<file path="src/rtl/gcd_controller.sv">
// -----------------------------------------------------------------------------
// gcd_controller
//
// Control FSM for a subtract-based GCD datapath. The datapath holds two
// registers A and B, a subtractor whose direction is chosen by `sel`, and a
// bus mux choosing between external data (`data_in`) and the subtractor
// output. This controller loads both operands through a valid/ready
// handshake. It then subtracts the smaller register from the larger one,
// one subtraction per cycle, until the datapath reports A == B. A run that
// needs more than MAX_ITER subtractions is aborted and flagged with `err`.
//
// Parameters
//   MAX_ITER    maximum subtract iterations before a run is aborted
//
// Ports
//   clk         single clock, all state updates on the rising edge
//   rst_n       asynchronous active-low reset
//   start       request a new run, sampled only while idle
//   in_valid    an operand is present on the datapath data_in bus
//   gt/lt/eq    datapath compare flags for A vs B (combinational)
//   in_ready    controller accepts an operand this cycle
//   ldA/ldB     load enables for datapath registers A / B
//   sel         0: Subout = A-B, 1: Subout = B-A
//   sel_in      1: Bus = data_in, 0: Bus = Subout
//   busy        high in every state except IDLE
//   done        one-cycle completion pulse
//   err         qualifies done: the run was aborted at MAX_ITER
//   iter_count  subtract iterations in the current or the last run
// -----------------------------------------------------------------------------
module gcd_controller #(
  parameter int MAX_ITER = 65535
) (
  input  logic        clk,
  input  logic        rst_n,
  input  logic        start,
  input  logic        in_valid,
  input  logic        gt,
  input  logic        lt,
  input  logic        eq,
  output logic        in_ready,
  output logic        ldA,
  output logic        ldB,
  output logic        sel,
  output logic        sel_in,
  output logic        busy,
  output logic        done,
  output logic        err,
  output logic [16:0] iter_count
);

  typedef enum logic [2:0] {
    S_IDLE   = 3'd0,
    S_LOAD_A = 3'd1,
    S_LOAD_B = 3'd2,
    S_RUN    = 3'd3,
    S_DONE   = 3'd4
  } state_t;

  localparam logic [16:0] MAX_CNT = 17'(MAX_ITER);

  state_t      state_q, state_d;
  logic [16:0] iter_q, iter_d;
  logic        err_q, err_d;
  logic        at_max_s;

  // The abort limit is checked against the count of subtractions already
  // performed, so exactly MAX_ITER subtractions are allowed.
  assign at_max_s = (iter_q == MAX_CNT);

  // State, iteration counter and abort flag registers.
  always_ff @(posedge clk or negedge rst_n) begin
    if (!rst_n) begin
      state_q <= S_IDLE;
      iter_q  <= 17'd0;
      err_q   <= 1'b0;
    end else begin
      state_q <= state_d;
      iter_q  <= iter_d;
      err_q   <= err_d;
    end
  end

  // Next-state logic and Mealy datapath controls.
  always_comb begin
    state_d  = state_q;
    iter_d   = iter_q;
    err_d    = err_q;
    in_ready = 1'b0;
    ldA      = 1'b0;
    ldB      = 1'b0;
    sel      = 1'b0;
    sel_in   = 1'b0;

    case (state_q)
      S_IDLE: begin
        if (start) begin
          state_d = S_LOAD_A;
          iter_d  = 17'd0;
          err_d   = 1'b0;
        end else begin
          state_d = S_IDLE;
        end
      end

      S_LOAD_A: begin
        in_ready = 1'b1;
        sel_in   = 1'b1;
        if (in_valid) begin
          ldA     = 1'b1;
          state_d = S_LOAD_B;
        end else begin
          state_d = S_LOAD_A;
        end
      end

      S_LOAD_B: begin
        in_ready = 1'b1;
        sel_in   = 1'b1;
        if (in_valid) begin
          ldB     = 1'b1;
          state_d = S_RUN;
        end else begin
          state_d = S_LOAD_B;
        end
      end

      S_RUN: begin
        // eq is tested before the limit so an equality reached on the
        // last allowed iteration still completes normally.
        if (eq) begin
          state_d = S_DONE;
        end else if (at_max_s) begin
          err_d   = 1'b1;
          state_d = S_DONE;
        end else if (gt) begin
          ldA    = 1'b1;
          sel    = 1'b0;
          iter_d = iter_q + 17'd1;
        end else if (lt) begin
          ldB    = 1'b1;
          sel    = 1'b1;
          iter_d = iter_q + 17'd1;
        end else begin
          // No compare flag at all: wait for the datapath to settle.
          state_d = S_RUN;
        end
      end

      S_DONE: begin
        state_d = S_IDLE;
      end

      default: begin
        state_d = S_IDLE;
      end
    endcase
  end

  // Status outputs decode the registered state only, so they are all low
  // while reset holds the state in IDLE.
  assign busy       = (state_q != S_IDLE);
  assign done       = (state_q == S_DONE);
  assign err        = (state_q == S_DONE) && err_q;
  assign iter_count = iter_q;

  gcd_controller_chk #(
    .MAX_ITER(MAX_ITER)
  ) u_chk (
    .clk        (clk),
    .rst_n      (rst_n),
    .ldA        (ldA),
    .ldB        (ldB),
    .busy       (busy),
    .done       (done),
    .iter_count (iter_count)
  );

endmodule

// -----------------------------------------------------------------------------
// gcd_controller_chk
//
// Structural invariants of the controller outputs. Contains only
// assertions and has no effect on the logic.
//
// Ports
//   clk, rst_n   clock and active-low reset of the observed controller
//   ldA, ldB     register load enables
//   busy, done   status outputs
//   iter_count   iteration counter
// -----------------------------------------------------------------------------
module gcd_controller_chk #(
  parameter int MAX_ITER = 65535
) (
  input logic        clk,
  input logic        rst_n,
  input logic        ldA,
  input logic        ldB,
  input logic        busy,
  input logic        done,
  input logic [16:0] iter_count
);

  localparam logic [16:0] MAX_CNT = 17'(MAX_ITER);

  a_one_load: assert property (@(posedge clk) disable iff (!rst_n)
    !(ldA && ldB));

  a_no_load_idle_done: assert property (@(posedge clk) disable iff (!rst_n)
    !((ldA || ldB) && (!busy || done)));

  a_iter_bound: assert property (@(posedge clk) disable iff (!rst_n)
    iter_count <= MAX_CNT);

endmodule

</file>
<file path="config.mk">
export PLATFORM = sky130hd
export DESIGN_NAME = gcd_controller
export DESIGN_NICKNAME = d
export VERILOG_FILES = /design/src/rtl/gcd_controller.sv
export SDC_FILE = /design/constraint.sdc
export NUM_CORES = 1
export LEC_CHECK = 0
export CAP_MARGIN = 15
export CORE_MARGIN = 2
export CORE_UTILIZATION = 53
export DETAILED_ROUTE_END_ITERATION = 12
export PLACE_DENSITY = 0.91
export SLEW_MARGIN = 20
export SYNTH_ARGS = -nofsm -noshare
export SYNTH_HDL_FRONTEND = slang
export SYNTH_SLANG_ARGS = --single-unit
</file>
<file path="constraint.sdc">
create_clock -name clk -period 6.45 [get_ports clk]
set_clock_uncertainty 0.2 [all_clocks]
set_input_delay 1.935 -clock clk [delete_from_list [all_inputs] [get_ports clk]]
set_output_delay 1.935 -clock clk [all_outputs]
set_load 0.01 [all_outputs]
</file>
==> qor_table.md <==
| Item | Reported | Unit |
|---|---|---|
| H-tree depth reported by CTS | 1 | - |
| Slew Viols, Final | 0 | - |
| Slowest cell on the critical path | sky130_fd_sc_hd__clkdlybuf4s50_1 | - |
| Leakage power of the design | 0.693 | nW |
| Area of the die | 2950 | um2 |
| Class of the most critical hold timing path | register to register | - |
| Total wire length after detailed routing | 3260 | um |
| Switching share of total power | 42.9 | % |
| Number of antenna repair diodes | 0 | - |
| Final worst hold slack | 299 | ps |
| Post-DR wirelength/cell | 15.5 | um |
| TritonRoute pass-1 iters | 4 | - |
| Net switching power | 217 | uW |
| DIE HEIGHT | 54.3 | um |
| Die width | 54.3 | um |
| Storage element area | 526 | um2 |
| Detail Route met2 WL | 1620 | um |
| Most frequent cell after synthesis | sky130_fd_sc_hd__dfrtp_1 | - |
| Weighted congestion at the end of routability-driven global placement | 0.865 | - |
| Top fanout value on the critical path | 5 | - |
| Max cap viols | 0 | - |
| Synth Register Bits | 21 | - |
| Final hold violation count | 0 | - |
| Most area-consuming cells after synthesis | sky130_fd_sc_hd__dfrtp_1, sky130_fd_sc_hd__o31ai_1, sky130_fd_sc_hd__o21ai_0 | - |
| Fraction of power consumed by the clock network | 12.0 | % |
| Insertion delay to the later sink of the worst-skew pair | 290 | ps |
| Cell at the root of the clock tree | sky130_fd_sc_hd__clkbuf_4 | - |
| Top cell types by occurrence after synthesis | sky130_fd_sc_hd__dfrtp_1, sky130_fd_sc_hd__nor2_1, sky130_fd_sc_hd__o21ai_0, sky130_fd_sc_hd__nand2_1, sky130_fd_sc_hd__o31ai_1 | - |
| Total via count after detailed routing | 1325 | - |
| Series of cell instances along the critical path | clkdlybuf4s50_1 -> nor2_1 -> nor4bb_1 -> a21o_1 -> clkdlybuf4s50_1 | - |
| Total standard cell area after synthesis | 1340 | um2 |
| Clock edge transition at the registers on the reported setup and hold paths | 110 | ps |
| Highest signal layer in the routed design | met4 | - |
| Detailed route wirelength on metal3 | 193 | um |
| Number of vias per cell after detailed routing | 6.31 | - |
| Total power divided by cell area | 301 | nW/um2 |
| Max Fclk | 175 | MHz |
| Run status | finished, final reports clean | - |
| Library cell appearing most often on the critical path | sky130_fd_sc_hd__clkdlybuf4s50_1 | - |
| IO Pins | 32 | - |
| Average cell area after synthesis | 8.71 | um2 |
| Number of standard cells in the layout, taps in and fillers out | 210 | - |
| Top-area cell type share of the netlist area | 39.2 | % |
| Peak ir drop on the vdd network | 0.000266 | V |
| Largest stage delay on the critical path | 520 | ps |
| Final count of negative-setup-slack endpoints | 0 | - |
| TritonCTS clock tree | built | - |
| Post-DP HPWL | 2350 | um |
| Count of routing violations after the opening detailed-route iteration | 42 | - |
| Final core utilization | 69.0 | % |
| Number of I/O port buffers | 31 | - |
| Sinks on the clock net | 21 | - |
| Final ANT Viol Nets | 0 | - |
| Pre-CTS WS | 734 | ps |
| Clock buffer count from CTS | 3 | - |
| # hold bufs at CTS | 0 | - |
| CP top delay family | buffers and inverters | - |
| Via count of the first global-routing pass | 1207 | - |
| Met1 wire length | 1430 | um |
| Setup repair after global routing missed its margin | no | - |
| Ratio of cells with drive above 1 in the final layout | 4.44 | % |
| Endpoint type of the worst setup path | output pin | - |
| Area delta synth->final | 25.1 | % |
| Seq/Total Area, Yosys | 39.2 | % |
| Max Buffers Root-to-Sink | 2 | - |
| Area of the core region | 2430 | um2 |
| Post-Place Cells | 206 | - |
| Count of fill cells added during filler insertion | 199 | - |
| Setup slack after layout | 735 | ps |
| Setup Crit Path Kind | input pin to output pin | - |
| Number of standard-cell rows in the floorplan | 18 | - |
| Total area of multi-input combinational cells | 756 | um2 |
| Final TNS setup | 0 | ps |
| Final routed DRC violation total | 0 | - |
| Total of cells resized after clock tree synthesis | 0 | - |
| Startpoint kind of the worst setup timing path | input pin | - |
| Syn Inst Count | 154 | - |
| Syn nets | 164 | - |
| Synthesis warning total | 0 | - |
| Sequential cell fraction of total power | 36.1 | % |
| Fin crit share | 88.6 | % |
| Worst-Margin Slew | 971 | ps |
| Post-route minimum period | 5710 | ps |
| Signal arrival time at the worst endpoint | 3580 | ps |
| Number of flops mapped to enable cells by yosys | 0 | - |
| Total global routing overflow | 0 | - |
| Pin count of the biggest net entering global routing | 22 | - |
| Share of total power in combinational logic | 51.8 | % |
| Worst relative slew slack | 35.1 | % |
| Library cell with the largest summed area after synthesis | sky130_fd_sc_hd__dfrtp_1 | - |
| Wire length of the first global-routing pass | 5220 | um |
| Most used flip-flop cell after synthesis | sky130_fd_sc_hd__dfrtp_1 | - |
| Initial antenna violation count | 0 | - |
| Starting density of the core | 55.1 | % |
| Nets@finish | 191 | - |
| Overall track demand over capacity in global routing | 23.8 | % |
| Internal power | 289 | uW |
| Synth unique cells | 43 | - |
| Synth async-reset ratio | 100 | % |
| Number of buffers added for setup after CTS | 0 | - |
| Required time worst endpoint | 4320 | ps |
| Buffers plus inverters on the worst setup path | 2 | - |
==> sequential cells by signal (all words and copies together), names as in the netlist <==
register / flops
state_q: 3
err_q: 1
iter_count: 17
==> cells in the final DEF, fill, tap and decap left out, types with 2 or more instances in the layout <==
cell type                         instances
sky130_fd_sc_hd__a211o_1                  2
sky130_fd_sc_hd__a211oi_1                 3
sky130_fd_sc_hd__a21o_1                   3
sky130_fd_sc_hd__a21oi_1                  2
sky130_fd_sc_hd__a31oi_1                  9
sky130_fd_sc_hd__a41oi_1                  2
sky130_fd_sc_hd__and2_1                   3
sky130_fd_sc_hd__and3_1                   4
sky130_fd_sc_hd__clkbuf_4                 3
sky130_fd_sc_hd__clkdlybuf4s50_1         31
sky130_fd_sc_hd__dfrtp_1                 21
sky130_fd_sc_hd__ha_1                     3
sky130_fd_sc_hd__inv_1                    4
sky130_fd_sc_hd__nand2_1                 12
sky130_fd_sc_hd__nand3_1                  6
sky130_fd_sc_hd__nand3b_1                 3
sky130_fd_sc_hd__nand4_1                  2
sky130_fd_sc_hd__nor2_1                  15
sky130_fd_sc_hd__nor2b_1                  2
sky130_fd_sc_hd__nor3_1                   2
sky130_fd_sc_hd__nor4_1                   2
sky130_fd_sc_hd__o21ai_0                 13
sky130_fd_sc_hd__o31ai_1                 11
sky130_fd_sc_hd__o41ai_1                  2
sky130_fd_sc_hd__or4_1                    2
==> tightest hold or removal path, delay by kind of cell, from the launching register on <==
family | cells | cell delay [ps]
and+or+nand+nor | 1 | 50
DFF | 1 | 360
AOI/OAI and AO/OA | 1 | 60
==> logic make-up after synthesis <==
kind of cell	synth area share, %
and+or+nand+nor	26.6
AOI/OAI and AO/OA	26.3
DFF	39.2
buffers and inverters	4.48
adders and majority gates	2.80
xor gates and xnor gates	0.653
==> layout make-up <==
cell class | instances | share of cell area, %
timing repair buffer | 32 | 18.9
tap | 30 | 2.24
multi-input combinational | 119 | 45.0
sequential | 21 | 31.3
inverter | 4 | 0.895
clock buffer | 4 | 1.57
==> path summary, 6_finish.rpt <==
check | startpoint | slack, ps | endpoint | cells past startpoint
min | err_q | 300 | err_q | 2
max in group asynchronous | rst_n | 3500 | iter_count[10] | 1
min reg2reg | err_q | 300 | err_q | 2
max reg2reg | iter_count[0] | 3580 | iter_count[7] | 11
min in group asynchronous | rst_n | 1970 | err_q | 1
max | eq | 740 | ldB | 5
==> power groups by stage <==
| stage | clock [mW] | sequential (mW) | combinational (mW) |
|---|---|---|---|
| 2_1_floorplan | 0 | 0.168 | 0.189 |
| 3_3_place_gp | 0 | 0.184 | 0.257 |
| 3_5_place_dp | 0 | 0.184 | 0.260 |
| 4_1_cts | 0.0624 | 0.182 | 0.262 |
| 5_1_grt | 0.0663 | 0.187 | 0.286 |
| 6_report | 0.0609 | 0.183 | 0.262 |
==> metal layers <==
metal | up-vias | track usage [%]
met4 | 0 | 5.42
met5 | - | 0
met2 | 47 | 42.2
met3 | 2 | 3.01
li1 | 638 | -
met1 | 638 | 30.8
==> stage by stage <==
step                power, mW  area [um2]
floorplan               0.357        1340
global placement        0.440        1650
detailed placement      0.444        1650
CTS                     0.507        1680
global route            0.539        1680
finish                  0.506        1680
No activity file was read; power rests on OpenSTA's default activity.
